--- src/rtl/life_datapath.sv ---
// Next-generation engine for an 8x8 Game of Life board with dead (non-wrapping) edges.
// The next generation is combinational from seed and registered into grid each clock.
module life_datapath (
    input  logic        clk,
    input  logic        reset,
    input  logic [63:0] seed,
    output logic [63:0] grid
);

    // Board framed by a one-cell ring of permanently dead cells, so every
    // cell sees exactly eight neighbour positions and edges need no special case.
    logic [9:0]  padded [10];
    logic [3:0]  count  [64];
    logic [63:0] next_grid;

    // NOTE: combinational logic uses blocking '=' and assigns every output a default first, so no latches are inferred.
    always_comb begin
        for (int r = 0; r < 10; r++) begin
            padded[r] = '0;
        end
        for (int r = 0; r < 8; r++) begin
            padded[r + 1][8:1] = seed[8 * r +: 8];
        end

        next_grid = '0;
        for (int r = 0; r < 8; r++) begin
            for (int c = 0; c < 8; c++) begin
                count[8 * r + c] = '0;
                for (int dr = 0; dr < 3; dr++) begin
                    for (int dc = 0; dc < 3; dc++) begin
                        if (!(dr == 1 && dc == 1)) begin
                            count[8 * r + c] = count[8 * r + c] + {3'b000, padded[r + dr][c + dc]};
                        end
                    end
                end
                // Survival on 2 or 3, birth on exactly 3.
                next_grid[8 * r + c] = (count[8 * r + c] == 4'd3) ||
                                       (seed[8 * r + c] && count[8 * r + c] == 4'd2);
            end
        end
    end

    // NOTE: sequential state uses non-blocking '<=' so every register samples the pre-edge values.
    always_ff @(posedge clk) begin
        if (reset) begin
            grid <= '0;
        end else begin
            grid <= next_grid;
        end
    end

endmodule

--- config.mk ---
export PLATFORM = sky130hd
export DESIGN_NAME = life_datapath
export DESIGN_NICKNAME = d
export VERILOG_FILES = /design/src/rtl/life_datapath.sv
export SDC_FILE = /design/constraint.sdc
export NUM_CORES = 1
export LEC_CHECK = 0
export ABC_AREA = 1
export BUFFER_PORTS_ARGS = -buffer_cell sky130_fd_sc_hd__buf_2
export CAP_MARGIN = 0
export CORE_MARGIN = 1
export CORE_UTILIZATION = 35
export CTS_CLUSTER_DIAMETER = 50
export DETAILED_ROUTE_END_ITERATION = 7
export GPL_TIMING_DRIVEN = 0
export SYNTH_ARGS = -nofsm -noshare
export SYNTH_HDL_FRONTEND = slang
export SYNTH_SLANG_ARGS = --single-unit
--- constraint.sdc ---
create_clock -name clk -period 3.4 [get_ports clk]
set_input_delay 0.34 -clock clk [delete_from_list [all_inputs] [get_ports clk]]
set_output_delay 0.34 -clock clk [all_outputs]
set_load 0.02 [all_outputs]
==> results of run 1 <==
-- final cells by class --
class	count	share of cell area
sequential	64	0.1126
inverter	386	0.1280
multi-input combinational	698	0.6307
clock buffer	13	0.02463
timing repair buffer	129	0.05673
clock inverter	2	0.001100
buffer	6	0.004728
tap	378	0.04156
-- worst max-delay path, stage by stage --
cell     delay (ns)
buf_2          0.11
inv_1          0.41
fa_1           0.53
fa_1           0.46
fa_1           0.49
inv_1          0.04
ha_1           0.20
fa_1           0.48
inv_1          0.04
nor2_1         0.07
nand3_1        0.07
nor2_1         0.18
-- metal layers --
| layer | vias up | share of wire | routed length, µm |
|---|---|---|---|
| met5 | - | 0.00061 | 13 |
| met4 | 2 | 0.015 | 321 |
| met3 | 27 | 0.035 | 745 |
| met2 | 118 | 0.49 | 10470 |
| met1 | 3478 | 0.46 | 9679 |
| li1 | 3601 | - | - |
-- power breakdown --
group / internal (mW) / switching (mW) / total [mW]
clock network: 0.569 / 0.377 / 0.946
logic: 1.07 / 1.58 / 2.65
registers: 0.892 / 0.0301 / 0.922
total: 2.53 / 1.99 / 4.52
-- synthesized netlist by cell type (all sizes together) --
cell and number:
a21boi 2, nand2 130, inv 385, a21oi 36, or2 4, dfxtp 64, fa 196, nand3b 4
nor3 24, nor2 126, clkinv 1, buf 6, ha 138, nand3 36, a211oi 2
-- worst min path at each step --
stage	slack, ns	endpoint	start	cells after the start
6_report	0.28	grid[5]	seed[5]	3
5_1_grt	0.29	grid[5]	seed[5]	3
4_1_cts	0.27	grid[5]	seed[5]	3
3_5_place_dp	0.64	grid[5]	seed[5]	3
3_3_place_gp	0.65	grid[1]	seed[1]	3
2_1_floorplan	0.51	grid[16]	seed[16]	2
-- cells in the final DEF (no fill, tap or decap), types with 4 or more instances in the layout --
cell type	synthesis	layout
or2_2	4	4
nor2_1	126	126
dfxtp_1	64	64
a21oi_1	36	36
nand3b_1	4	4
nand3_1	36	36
nand2_1	130	130
buf_2	1	130
clkbuf_16	0	9
clkbuf_8	0	4
fa_1	196	196
ha_1	138	138
inv_1	385	383
nor3_1	24	24
-- what timing repair did --
item,in CTS,in global routing
endpoints found under the setup margin,0,2
gates resized for setup,0,2
hold endpoints to repair,0,0
-- cell families (layout without fill, tap and decap cells) --
kind of cell | Yosys count | after routing | share of synthesized area
buffers and inverters | 392 | 536 | 0.1509
DFF | 64 | 64 | 0.1286
and+or+nand+nor | 324 | 324 | 0.1321
AOI/OAI and AO/OA | 40 | 40 | 0.02110
adders and majority gates | 334 | 334 | 0.5673
==> impl_results.md, run 1 <==
- Rel. slew slack: 0.6270
- First-pass GRT wire length: ~36000 µm
- Final instance area: around 0.011 mm²
- Critical Path RT: about 3.7 ns
- Final Hold Viols: 0
- Synth cell types: 17
- Layout area overhead: 14.24%
- Critical path class: input pin to register
- Initial antenna violation count: 1
- Slew Limit Fails: 0
- Lkg Pwr: 6.440 nW
- TritonCTS Buffers: 9
- RePlAce Congestion: 0.8064
- Crit path capture type: register
- Vias in the first global route: around 7500
- Register area: 0.001281 mm²
- # nets final: approximately 1700
- Post CTS Setup Buffer Count: 0
- Final Cycle Share: 0.9298
- Power Total: roughly 4.5 mW
- WL final: roughly 21000 µm
- Max reg flops: 64
- PwrDens: 396.9 mW/mm²
- Total track usage: 0.1606
- Synth area leaders: fa_1 39%, ha_1 17%, inv_1 15%
- Clock H-tree levels: 3
- # clock sinks: 64
- Worst EP arrival: roughly 3.4 ns
- Post-Syn Instances: around 1200
- Unrepaired setup endpoints after global routing: yes
- Total grt overflow: 0
- Largest net degree at the start of global routing: 11
- Die W: roughly 170 µm
- Routing usage on met1: 0.2035
- Fillers: between 2000 and 3000
- Final Util: 0.4085
- Fraction of layout cells with a size suffix above 1: 0.1202
- Drt first pass iters: 4
- Min Tclk post-route: 3.161 ns
- Top Usage Layer GRT: met2
- Synthesis warning total: 0
- Highest Clock Rate: between 300 and 400 MHz
- Final std cells w/o fill: about 1700
- DR vias/cell: around 4.3
- Via count: 7226
- Actual slew at the worst max-slew pin: between 0.5 and 0.6 ns
- I/O pins: 130
- Met2 Usage GRT: 0.2834
- Worst Slack Setup Final: about 0.24 ns
- Syn_nets: approximately 1600
- Finish-stage setup viols: 0
- Clock-pin slew on the worst setup and hold paths: 0.06 ns
- Hold buffer count at CTS: 0
- Max-cap violation count: 0
- Syn avg cell area: about 8.6 µm²
- Core box area: around 0.028 mm²
- CP startpoint kind: input pin
- Largest fanout on the critical path: 8
- Die footprint: just under 0.03 mm²
- Status: finished, final reports clean
- Max Root-Sink Buffers: 2
- Register bit count reported by yosys: 64
- Top cell type by total area after synthesis: fa_1
- Crit path from: seed[35]
- Reg with most FFs: grid
- Hold WC Path Type: input pin to register
- Placed instance area: between 0.01 and 0.015 mm²
- Hold slack: between 0.2 and 0.3 ns
- Top cell type's share of synthesized area: 0.3939
- Clock root cell: clkbuf_16
- Post-route ant nets: 0
- DRT iter0 DRCs: about 240
- Placed Cells: approximately 1700
- Setup crit end: grid[36]
- CTS tree: built
- Initial core utilization: 0.3576
- Footprint of the multi-input gates: approximately 0.0072 mm²
- Register area share after synthesis: 0.1286
- Peak supply drop: between 0.15 and 0.2 mV
- Height of the die: about 170 µm
- Global-route met3 utilization: 0.02359
- Wirelength per Cell: around 13 µm
- Rows: between 60 and 70
- Biggest regs: grid x64
- Number of port buffers: roughly 130
- Final HPWL from detailed placement: about 18000 µm
- Synthesized area: 0.009961 mm²
- DRC: 0
- N_diodes: 0
- Setup TNS: 0 ns
- Post-Place Setup Slack: -0.2623 ns
(Power assumes the default switching activity.)
==> run 2, diff against run 1 <==
--- a/config.mk
+++ b/config.mk
@@ -7,12 +7,12 @@
 export LEC_CHECK = 0
 export ABC_AREA = 1
 export BUFFER_PORTS_ARGS = -buffer_cell sky130_fd_sc_hd__buf_2
-export CAP_MARGIN = 0
+export CAP_MARGIN = 20
 export CORE_MARGIN = 1
 export CORE_UTILIZATION = 35
 export CTS_CLUSTER_DIAMETER = 50
 export DETAILED_ROUTE_END_ITERATION = 7
-export GPL_TIMING_DRIVEN = 0
+export PLACE_DENSITY_LB_ADDON = 0.08
 export SYNTH_ARGS = -nofsm -noshare
 export SYNTH_HDL_FRONTEND = slang
 export SYNTH_SLANG_ARGS = --single-unit
==> run 2 against run 1 <==
  * Flip-flop and latch count unchanged
  * Wire length increased by 2.4%
  * Via count decreased by 0.14%
  * Cell area increased by 3.0%
  * Core utilization increased by 1.2 points
  * First-iteration DRC count decreased by 16%
  * Clock-buffer cell count decreased by 2
  * Total power increased by 1.9%
  * Global-route usage increased by 0.61 points
==> impl_results.md, run 2 (same netlist as run 1, synthesis figures left out) <==
- Hold WC Path Type: input pin to register
- Number of port buffers: about 130
- Placed instance area: 0.01142 mm²
- Setup TNS: 0 ns
- Wirelength per Cell: about 13 µm
- Layout area overhead: 17.64%
- Max Root-Sink Buffers: 2
- Initial antenna violation count: 2
- Unrepaired setup endpoints after global routing: no
- CTS-repair resized insts: 0
- Die footprint: 0.02914 mm²
- Die W: 170.7 µm
- Drt first pass iters: 5
- Commonest non-fill, non-tap cells in the layout: 385 x inv_1, 196 x fa_1, 138 x ha_1
- Power Total: around 4.6 mW
- Hold buffer count at CTS: 0
- Max reg flops: 64
- CP startpoint kind: input pin
- TritonCTS Buffers: 9
- # nets final: between 1500 and 2000
- Largest net degree at the start of global routing: 39
- Via count: roughly 7200
- Most frequent CP cell: fa_1
- Total track usage: 0.1667
- Met2 Usage GRT: 0.2839
- Peak supply drop: around 0.18 mV
- CP delay by family, top: adder cells
- Core box area: between 0.02 and 0.03 mm²
- Critical path depth: 12
- Global-route met3 utilization: 0.02244
- Worst Slack Setup Final: about 0.43 ns
- RePlAce Congestion: slightly below 0.8
- Initial core utilization: 0.3576
- Slowest cell on the critical path: fa_1
- Critical Path RT: 3.68 ns
- Slew Limit Fails: 0
- PwrDens: about 390 mW/mm²
- Clock root cell: clkbuf_16
- Clock-pin slew on the worst setup and hold paths: approximately 0.07 ns
- I/O pins: 130
- Finish-stage setup viols: 0
- Worst EP arrival: between 3 and 4 ns
- Fraction of layout cells with a size suffix above 1: 0.1487
- Highest Clock Rate: between 300 and 400 MHz
- Min Tclk post-route: between 2 and 3 ns
- Post-route ant nets: 0
- Worst-path cell chain: buf_2 -> inv_1 -> fa_1 -> fa_1 -> fa_1 -> inv_1 -> ha_1 -> fa_1 -> inv_1 -> nor2_1 -> nand3_1 -> nor2_1
- Reg with most FFs: grid
- Total grt overflow: 0
- Commonest non-fill, non-tap cell in the layout: inv_1
- Actual slew at the worst max-slew pin: about 0.61 ns
- Worst Path Buf+Inv: 4
- Final std cells w/o fill: 1724
- # clock sinks: 64
- Final Cycle Share: 0.8729
- Setup crit end: grid[21]
- First-pass GRT wire length: roughly 38000 µm
- Vias in the first global route: 7688
- DRC: 0
- WL final: 21730 µm
- Routing usage on met1: 0.2207
- Max-cap violation count: 0
- Clock H-tree levels: 3
- Crit path from: seed[13]
- Final Util: 0.4206
- Height of the die: 170.7 µm
- Rel. slew slack: 0.5912
- DR vias/cell: between 4 and 5
- Critical path class: input pin to register
- Post CTS Setup Buffer Count: 0
- Status: finished, final reports clean
- Final HPWL from detailed placement: between 15000 and 20000 µm
- Hold slack: 0.2854 ns
- Top Usage Layer GRT: met2
- Biggest regs: grid x64
- Rows: between 60 and 70
- CTS tree: built
- Placed Cells: 1707
- DRT iter0 DRCs: approximately 200
- Crit path capture type: register
- Post-Place Setup Slack: between 0.05 and 0.06 ns
- CP max stage delay: between 0.5 and 0.6 ns
- Largest fanout on the critical path: 4
- Lkg Pwr: roughly 6.7 nW
- Final instance area: 0.01172 mm²
- Final Hold Viols: 0
[run 2: cell type report]
type	count	area, µm²
flip-flops and latches	64	1281
well taps	378	473.0
clock inverters	5	56.30
clock buffers	11	242.7
fillers	2844	16140
repair buffers	181	1036
inverters	386	1449
diodes	1	2.502
multi-input cells	698	7177
[run 2: per-layer routing]
| layer | share of wire | wire length [µm] |
|---|---|---|
| met1 | 0.48 | 10470 |
| met2 | 0.47 | 10240 |
| met3 | 0.031 | 680 |
| met4 | 0.015 | 328 |
| met5 | 0.00060 | 13 |
[run 2: how the worst min path moves through the flow]
stage                   from  slack (ns)  cells past startpoint       end
global route         seed[5]        0.28                      3   grid[5]
global placement     seed[5]        0.65                      3   grid[5]
finish               seed[1]        0.29                      3   grid[1]
detailed placement   seed[1]        0.65                      3   grid[1]
CTS                  seed[1]        0.27                      3   grid[1]
floorplan           seed[16]        0.51                      2  grid[16]
[run 2: where the power goes]
group / internal, mW / total (mW) / switching, mW
logic: 1.10 / 2.65 / 1.55
registers: 0.893 / 0.939 / 0.0458
clock network: 0.589 / 1.02 / 0.427
==> run 3, diff against run 2 <==
--- a/config.mk
+++ b/config.mk
@@ -8,10 +8,12 @@
 export ABC_AREA = 1
 export BUFFER_PORTS_ARGS = -buffer_cell sky130_fd_sc_hd__buf_2
 export CAP_MARGIN = 20
+export CORE_ASPECT_RATIO = 0.6
 export CORE_MARGIN = 1
 export CORE_UTILIZATION = 35
 export CTS_CLUSTER_DIAMETER = 50
 export DETAILED_ROUTE_END_ITERATION = 7
+export GPL_TIMING_DRIVEN = 0
 export PLACE_DENSITY_LB_ADDON = 0.08
 export SYNTH_ARGS = -nofsm -noshare
 export SYNTH_HDL_FRONTEND = slang
==> run 3 against run 2 <==
  * Hold slack worse by 0.0083 ns
  * Largest cell class unchanged
  * The flow now finishes with violations (DRC)
  * Combinational power barely moved
  * Non-clock buffer count shrank 46
  * Sequential share of layout area increased by 0.35 points
  * Largest power group unchanged
  * Highest routed layer is now met4
  * Clock power down 4%
  * Core utilization decreased by 1.2 points
  * Maximum frequency down 5.8%
  * Global-route usage grew 0.55 points
  * Cell count down 3.4%
  * Flip-flop and latch count unchanged
  * Total power decreased by 1.1%
==> impl_results.md, run 3 (same netlist as run 1, synthesis figures left out) <==
- Critical path depth: 12
- Post CTS Setup Buffer Count: 0
- WL final: 22550 µm
- Placed instance area: roughly 0.011 mm²
- # clock sinks: 64
- Fillers: about 2800
- Most frequent CP cell: fa_1
- Core box area: roughly 0.028 mm²
- Min Tclk post-route: 3.151 ns
- Number of port buffers: roughly 130
- Largest net degree at the start of global routing: 11
- Status: finished, violations left
- Wirelength per Cell: roughly 14 µm
- Unrepaired setup endpoints after global routing: no
- Logic pwr share: 0.580
- Sw Ratio: 0.4433
- Met1 WL: about 12000 µm
- Final Hold Viols: 0
- Register area: approximately 0.0013 mm²
- Slowest cell on the critical path: fa_1
- Lkg Pwr: 6.452 nW
- Clock-pin slew on the worst setup and hold paths: roughly 0.06 ns
- Commonest non-fill, non-tap cell in the layout: inv_1
- Power Total: roughly 4.6 mW
- CTS tree: built
- DRT iter0 DRCs: 234
- Final Cycle Share: 0.9269
- Largest fanout on the critical path: 8
- NetSw: 2.019 mW
- Height of the die: between 100 and 150 µm
- Rows: 47
- WHS Endpoint: grid[1]
- I/O pins: 130
- CP delay by family, top: adder cells
- Die W: approximately 220 µm
- DRC: 14
- Max reg flops: between 60 and 70
- Initial antenna violation count: 2
- Final instance area: around 0.011 mm²
- Vias in the first global route: just over 7000
- Clock Power Share: 0.214
- PwrDens: roughly 400 mW/mm²
- Internal: 2.536 mW
- Total grt overflow: 0
- Layout area overhead: 13.98%
- Placed Cells: around 1700
- CP startpoint kind: input pin
- Post-Place Setup Slack: -0.1792 ns
- Actual slew at the worst max-slew pin: 0.5850 ns
- Violated checks: DRC
- RePlAce Congestion: around 0.81
- Finish-stage setup viols: 0
- Final HPWL from detailed placement: ~19000 µm
- Clock H-tree levels: 3
- Worst EP arrival: 3.43 ns
- CTS-repair resized insts: 0
- Hold slack: roughly 0.28 ns
- Commonest non-fill, non-tap cells in the layout: 385 x inv_1, 196 x fa_1, 138 x ha_1
- Final std cells w/o fill: around 1700
- Critical path class: input pin to register
- Met2 wire length: 8959 µm
- Worst-path cell chain: buf_2 -> inv_1 -> fa_1 -> fa_1 -> fa_1 -> inv_1 -> ha_1 -> fa_1 -> inv_1 -> nor2_1 -> nand3_1 -> nor2_1
- Crit path capture type: register
- Hold Crit Start: seed[1]
- Hold buffer count at CTS: 0
- Via count: 6858
- Post-route ant nets: 0
- Die footprint: 0.02916 mm²
- First-pass GRT wire length: 38080 µm
- Highest Clock Rate: roughly 320 MHz
- TritonCTS Buffers: 9
- Rel. slew slack: 0.6095
- Drt first pass iters: 6
- Reg power frac: 0.206
- WL met3: 905 µm
- N_diodes: 0
- Footprint of the multi-input gates: 0.007177 mm²
- Worst Path Buf+Inv: 4
- Clock root cell: clkbuf_16
- Peak supply drop: roughly 0.18 mV
- Biggest regs: grid x64
- CP max stage delay: 0.52 ns
- Fraction of layout cells with a size suffix above 1: 0.1179
- Hold WC Path Type: input pin to register
- Worst Slack Setup Final: 0.2486 ns
- Max-cap violation count: 0
- Hold depth: 3
- Highest routed metal layer: met4
- Slew Limit Fails: 0
- Total track usage: 0.1722
- Initial core utilization: 0.3589
- Max Root-Sink Buffers: 2
- DR vias/cell: just over 4
- Critical Path RT: 3.68 ns
- # nets final: 1694
- Reg with most FFs: grid
[run 3: changes by cell type in the layout (fill, tap and decap cells not counted), sizes merged]
cell	change
buf	-46
clkinvlp	-1
diode	-1
[run 3: area by class of cell]
cell class,count,share of cell area
inverters,386,0.1276
clock inverters,4,0.003967
well taps,367,0.04045
flip-flops and latches,64,0.1128
repair buffers,129,0.05687
plain buffers,6,0.004739
clock buffers,11,0.02138
multi-input cells,698,0.6321
[run 3: through the flow]
| stage | setup TNS, ns | utilization |
|---|---|---|
| after CTS | 0 | 0.4090 |
| after global routing | 0 | 0.4090 |
| after detailed placement | -2.152 | 0.3987 |
| after floorplan | 0 | - |
| after global placement | -2.188 | 0.3987 |
| final | 0 | 0.4090 |
[run 3: power groups by stage]
stage / Sequential, mW / Combinational (mW) / Clock [mW]
6_report: 0.937 / 2.64 / 0.976
5_1_grt: 0.949 / 3.18 / 1.07
3_5_place_dp: 0.955 / 2.67 / 0
2_1_floorplan: 1.13 / 1.81 / 0
3_3_place_gp: 0.955 / 2.64 / 0
4_1_cts: 0.941 / 2.69 / 1.03
[run 3: worst max-delay path by stage]
stage / startpoint / end / slack [ns]
global placement: seed[19] / grid[20] / -0.19
global route: seed[19] / grid[20] / 0.007
CTS: seed[19] / grid[20] / 0.20
detailed placement: seed[19] / grid[20] / -0.18
floorplan: seed[51] / grid[52] / 0.35
finish: seed[19] / grid[20] / 0.25
[run 3: worst min-delay path: stages]
cell and delay (ns):
buf_2 0.12, nor2_1 0.08, nor3_1 0.05
[run 3: layer usage]
metal  GRT usage  vias up
met5           0        -
met4     0.03831        0
met3     0.04023       16
met2      0.2411       96
met1      0.2646     3141
li1            -     3605
